## config.mk

```make
export PLATFORM = sky130hd
export DESIGN_NAME = uart_tx_arbiter
export DESIGN_NICKNAME = d
export VERILOG_FILES = /design/src/rtl/uart_pkg.sv /design/src/rtl/uart_rr_pick.sv /design/src/rtl/uart_tx_arbiter.sv
export SDC_FILE = /design/constraint.sdc
export NUM_CORES = 1
export LEC_CHECK = 0
export ABC_AREA = 1
export ABC_CLOCK_PERIOD_IN_PS = 4800
export CORE_ASPECT_RATIO = 0.7
export CORE_UTILIZATION = 51
export CTS_BUF_LIST = sky130_fd_sc_hd__clkbuf_4 sky130_fd_sc_hd__clkbuf_8 sky130_fd_sc_hd__clkbuf_16
export DETAILED_ROUTE_END_ITERATION = 8
export PLACE_DENSITY = 0.81
export REMOVE_ABC_BUFFERS = 1
export SYNTH_ARGS = -nofsm -noshare
export SYNTH_HDL_FRONTEND = slang
export SYNTH_SLANG_ARGS = --single-unit
```

## constraint.sdc

```tcl
create_clock -name clk_i -period 4.8 [get_ports clk_i]
set_input_delay 0.72 -clock clk_i [delete_from_list [all_inputs] [get_ports clk_i]]
set_output_delay 0.72 -clock clk_i [all_outputs]
set_load 0.05 [all_outputs]
```

## src/rtl/uart_pkg.sv

```systemverilog
// Shared types and constants for the UART transmit arbiter.
package uart_pkg;

  typedef enum logic [1:0] {
    StIdle,
    StStart,
    StSend,
    StRelease
  } arb_state_e;

  localparam int unsigned UART_FRAME_BITS      = 10;
  localparam int unsigned UART_TIMEOUT_DEFAULT = 15000;
  localparam int unsigned LOCK_BURST_MAX       = 16;

endpackage

```

## src/rtl/uart_rr_pick.sv

```systemverilog
// Combinational round-robin selector: search starts one past the last granted requester.
module uart_rr_pick #(
  parameter int unsigned NUM_REQ = 4,
  parameter int unsigned IdxW    = $clog2(NUM_REQ)
) (
  input  logic [NUM_REQ-1:0] req_i,
  input  logic [IdxW-1:0]    last_i,
  output logic               valid_o,
  output logic [IdxW-1:0]    winner_o,
  output logic [NUM_REQ-1:0] onehot_o
);

  int unsigned      pos;
  logic [IdxW-1:0]  idx;

  always_comb begin
    valid_o  = 1'b0;
    winner_o = '0;
    onehot_o = '0;
    pos      = 0;
    idx      = '0;
    for (int unsigned k = 1; k <= NUM_REQ; k++) begin
      // last_i < NUM_REQ and k <= NUM_REQ, so one subtraction is enough for the modulo
      pos = 32'(last_i) + k;
      if (pos >= NUM_REQ) pos = pos - NUM_REQ;
      idx = IdxW'(pos);
      if (!valid_o && req_i[idx]) begin
        valid_o       = 1'b1;
        winner_o      = idx;
        onehot_o[idx] = 1'b1;
      end
    end
  end

endmodule

```

## src/rtl/uart_tx_arbiter.sv

```systemverilog
// Round-robin arbiter sharing one Uart8 transmitter between NUM_REQ byte sources.
// Define UART_TX_ARB_LOCK_EN to let the owner hold the transmitter for bursts of up to 16 bytes.
module uart_tx_arbiter
  import uart_pkg::*;
#(
  parameter int unsigned NUM_REQ        = 4,
  parameter int unsigned TIMEOUT_CYCLES = UART_TIMEOUT_DEFAULT
) (
  input  logic                 clk_i,
  input  logic                 rst_i,
  input  logic [NUM_REQ-1:0]   req_valid_i,
  input  logic [8*NUM_REQ-1:0] req_byte_i,
  input  logic [NUM_REQ-1:0]   req_lock_i,
  output logic [NUM_REQ-1:0]   req_ready_o,
  output logic [NUM_REQ-1:0]   grant_o,
  output logic                 sent_done_o,
  output logic                 timeout_err_o,
  output logic                 busy_o,
  output logic                 tx_en_o,
  output logic                 tx_start_o,
  output logic [7:0]           tx_byte_o,
  input  logic                 tx_busy_i,
  input  logic                 tx_done_i
);

  localparam int unsigned IdxW   = $clog2(NUM_REQ);
  localparam int unsigned CntW   = $clog2(TIMEOUT_CYCLES + 1);
  localparam int unsigned BurstW = $clog2(LOCK_BURST_MAX);
  localparam logic [CntW-1:0]   CntLast   = CntW'(TIMEOUT_CYCLES - 1);
  localparam logic [BurstW-1:0] BurstLast = BurstW'(LOCK_BURST_MAX - 1);

  arb_state_e          state_q, state_d;
  logic [IdxW-1:0]     last_q, last_d, owner_q, owner_d;
  logic [CntW-1:0]     cnt_q, cnt_d;
  logic [BurstW-1:0]   burst_q, burst_d;
  logic [7:0]          byte_q, byte_d;
  logic [NUM_REQ-1:0]  grant_q, grant_d, ready_q, ready_d;
  logic                sent_q, sent_d, tmo_q, tmo_d;
  logic                done_q, en_q;

  logic [7:0]          req_bytes [NUM_REQ];
  logic                pick_valid;
  logic [IdxW-1:0]     pick_idx;
  logic [NUM_REQ-1:0]  pick_oh;
  logic                done_rise, cnt_last, lock_req, lock_go;

  for (genvar g = 0; g < NUM_REQ; g++) begin : g_bytes
    assign req_bytes[g] = req_byte_i[8*g +: 8];
  end

  uart_rr_pick #(
    .NUM_REQ (NUM_REQ),
    .IdxW    (IdxW)
  ) u_pick (
    .req_i    (req_valid_i),
    .last_i   (last_q),
    .valid_o  (pick_valid),
    .winner_o (pick_idx),
    .onehot_o (pick_oh)
  );

`ifdef UART_TX_ARB_LOCK_EN
  assign lock_req = req_lock_i[owner_q];
`else
  logic unused_lock;
  assign unused_lock = ^req_lock_i;
  assign lock_req    = 1'b0;
`endif

  assign done_rise = tx_done_i & ~done_q;
  assign cnt_last  = (cnt_q == CntLast);
  assign lock_go   = lock_req & req_valid_i[owner_q] & (burst_q != BurstLast);

  always_comb begin
    state_d = state_q;
    last_d  = last_q;
    owner_d = owner_q;
    cnt_d   = cnt_q;
    burst_d = burst_q;
    byte_d  = byte_q;
    grant_d = grant_q;
    ready_d = '0;
    sent_d  = 1'b0;
    tmo_d   = 1'b0;
    unique case (state_q)
      StIdle: begin
        if (pick_valid) begin
          owner_d = pick_idx;
          byte_d  = req_bytes[pick_idx];
          ready_d = pick_oh;
          grant_d = pick_oh;
          cnt_d   = '0;
          burst_d = '0;
          state_d = StStart;
        end
      end
      StStart: begin
        if (cnt_last) begin
          tmo_d   = 1'b1;
          last_d  = owner_q;
          state_d = StRelease;
        end else begin
          cnt_d = cnt_q + 1'b1;
          if (tx_busy_i) state_d = StSend;
        end
      end
      StSend: begin
        // A completed frame wins over the terminal count
        if (done_rise) begin
          sent_d  = 1'b1;
          last_d  = owner_q;
          state_d = StRelease;
        end else if (cnt_last) begin
          tmo_d   = 1'b1;
          last_d  = owner_q;
          state_d = StRelease;
        end else begin
          cnt_d = cnt_q + 1'b1;
        end
      end
      StRelease: begin
        if (lock_go) begin
          byte_d           = req_bytes[owner_q];
          ready_d[owner_q] = 1'b1;
          cnt_d            = '0;
          burst_d          = burst_q + 1'b1;
          state_d          = StStart;
        end else begin
          grant_d = '0;
          state_d = StIdle;
        end
      end
      default: state_d = StIdle;
    endcase
  end

  always_ff @(posedge clk_i or posedge rst_i) begin
    if (rst_i) begin
      state_q <= StIdle;
      last_q  <= IdxW'(NUM_REQ - 1);
      owner_q <= '0;
      cnt_q   <= '0;
      burst_q <= '0;
      byte_q  <= '0;
      grant_q <= '0;
      ready_q <= '0;
      sent_q  <= 1'b0;
      tmo_q   <= 1'b0;
      done_q  <= 1'b0;
      en_q    <= 1'b0;
    end else begin
      state_q <= state_d;
      last_q  <= last_d;
      owner_q <= owner_d;
      cnt_q   <= cnt_d;
      burst_q <= burst_d;
      byte_q  <= byte_d;
      grant_q <= grant_d;
      ready_q <= ready_d;
      sent_q  <= sent_d;
      tmo_q   <= tmo_d;
      done_q  <= tx_done_i;
      en_q    <= 1'b1;
    end
  end

  assign req_ready_o   = ready_q;
  assign grant_o       = grant_q;
  assign sent_done_o   = sent_q;
  assign timeout_err_o = tmo_q;
  assign busy_o        = (state_q != StIdle);
  assign tx_en_o       = en_q;
  assign tx_start_o    = (state_q == StStart);
  assign tx_byte_o     = byte_q;

endmodule

```

==> metrics.txt <==
CTS tree done; Synth top cells by count 104 x nand2_1, 67 x inv_1, 51 x nand3_1; WP data required 4.98 ns; GRT Resource Usage Total 0.2448; Initial Util 0.5459; Die Width 92.83 um; RSZ-0062 raised after global routing no; Starting DRT DRC Count about 140; CTS buffer count 5; htree depth 2; gpl congestion 0.9180; post-route clock period utilization 0.5953; Layout Nets 521; synthesis warning total 0; Synth top area share 0.3229; DIE AREA 0.006088 mm2; grt total ovfl 0; post-cts sizing count 0; relative slew slack 0.6581; clock latency on the worst-skew pair 0.30 ns; ys flop type dfrtp_1; clk sinks 40; Vias/cell roughly 5.2; Tmin final 2.857 ns; asr flop ratio synth 1.000; synthesis-to-layout area growth 24.13%; PwrDens 705.6 mW/mm2; Fmax 0.3500 GHz; Fillers approximately 470; Mapped Area 0.002945 mm2; post-synthesis cell type count 37; Max Cap Viol 0; initial antenna violation count 0; Synth Register Bits 40; Port Buffers 60; worst vdd ir 371.7 uV; status finished, final reports clean; diodes inserted 0; final worst slack a little under 2 ns; EDFF count, synth 0; vias 2768; sequential-to-total area share from yosys stat 0.3407; Core Area ~0.0054 mm2; layout cells sized above 1 0.1075; # rows 22; cell type with the largest total area after synthesis dfrtp_1; Mapped Cells just over 400; WL/cell 12.42 um; Hold Buf Count CTS 0; clock buffer depth 2; Setup Skew between 0.006 and 0.007 ns; WS Path Type flip-flop to flip-flop; Post-route DRC 0; final setup vio count 0; final hold vios 0; crit path max fanout 18; vias in the first global route 2598; HP Class flip-flop to flip-flop; ranking of synthesized cells by area dfrtp_1 32%, nand2_1 13%, nand3_1 8.7%; total negative slack 0 ns; worst-case hold slack 0.4909 ns; Mean Syn Cell Area approximately 7.3 um2; Die H 65.58 um; Root Buffer clkbuf_8; Ports 65; first-pass GRT wire length ~12000 um; Worst-Margin Slew 0.5113 ns; Total Routed Length 6668 um; most common cell in the netlist nand2_1; Worst setup EP type flip-flop; post-CTS setup buffer count 0; leakage 0.001836 uW; CP Data Arrival Time 3.04 ns; fin. max-slew vios 0; Detail Route Antenna Nets 0; router iterations before antenna repair 6; pin count of the biggest net entering global routing approximately 40; DP HPWL 4995 um; Reg clk slew, reported paths 0.07 ns; crit path launch type flip-flop; pre-CTS setup slack roughly 1.9 ns
-- metrics by stage --
step	util	power (uW)	instances	instance area, um2
final	0.6776	2580	537	3656
after global routing	0.6776	2805	537	3656
after CTS	0.6776	2586	537	3656
after detailed placement	0.6596	2327	529	3558
after global placement	0.6596	2276	529	3558
after floorplan	-	1876	396	2860
-- where the power goes --
part	leakage, uW	total, uW	switching [uW]	internal, uW
sequential	0.000521	535	90.1	445
clock	0.0000523	246	117	129
combinational	0.00126	1800	1220	574
-- routing by layer --
metal,routed length [um],GRT usage
met1,3203,0.3526
met2,2910,0.3722
met3,431,0.04861
met5,0,0
met4,123,0.07115
-- path summary, 6_finish.rpt --
kind | to | slack, ns | startpoint | cells past startpoint
max in group asynchronous | last_q[0] | 3.61 | rst_i | 3
setup reg to reg | tx_byte_o[4] | 1.94 | last_q[0] | 13
min in group asynchronous | tx_en_o | 0.83 | rst_i | 3
hold / removal | tx_byte_o[1] | 0.49 | tx_byte_o[1] | 2
hold reg to reg | tx_byte_o[1] | 0.49 | tx_byte_o[1] | 2
setup / recovery | tx_byte_o[4] | 1.94 | last_q[0] | 13
-- placed cells by master, fill, tap and decap left out, types with 8 or more instances in the layout --
cell type,instances
a21oi_1,12
clkdlybuf4s50_1,60
dfrtp_1,38
ha_1,13
inv_1,67
nand2_1,104
nand2_2,12
nand2_4,8
nand3_1,51
nor2_1,20
o21ai_0,14
-- worst max-delay path, stage by stage (launching register included) --
cell     delay [ns]
dfstp_2        0.74
inv_8          0.11
ha_1           0.41
inv_2          0.09
nand2_4        0.09
nand2_4        0.07
inv_4          0.10
nand3_4        0.10
inv_4          0.11
nand2_8        0.12
nand2_1        0.36
inv_1          0.24
nand2_1        0.13
nand2_1        0.06
-- kinds of logic (layout without fill, tap and decap cells) --
family / after synthesis / count (layout) / share of synthesized area
AO/OA/AOI/OAI: 49 / 49 / 0.1003
XOR/XNOR: 6 / 6 / 0.01784
adder cells (fa/ha/maj): 13 / 13 / 0.05523
buffers and inverters: 83 / 143 / 0.1274
flip-flops: 40 / 40 / 0.3407
other: 1 / 1 / 0.001273
AND/OR/NAND/NOR: 213 / 213 / 0.3573
-- cell type report --
type                    count  area, um2  share of cell area
clock buffers               8      97.59             0.02669
inverters                  74      290.3             0.07940
multi-input cells         282       1567              0.4285
flip-flops and latches     40       1003              0.2745
well taps                  72      90.09             0.02464
repair buffers             61      608.1              0.1663
-- sequential cells by signal, indices dropped and copies added (netlist names) --
| register | count |
|---|---|
| last_q | 2 |
| owner_q | 2 |
| tx_en_o | 1 |
| sent_done_o | 1 |
| tx_byte_o | 8 |
| timeout_err_o | 1 |
| done_q | 1 |
| state_q | 2 |
| req_ready_o | 4 |
| cnt_q | 14 |
| grant_o | 4 |
Power figures use the tool's default switching activity.
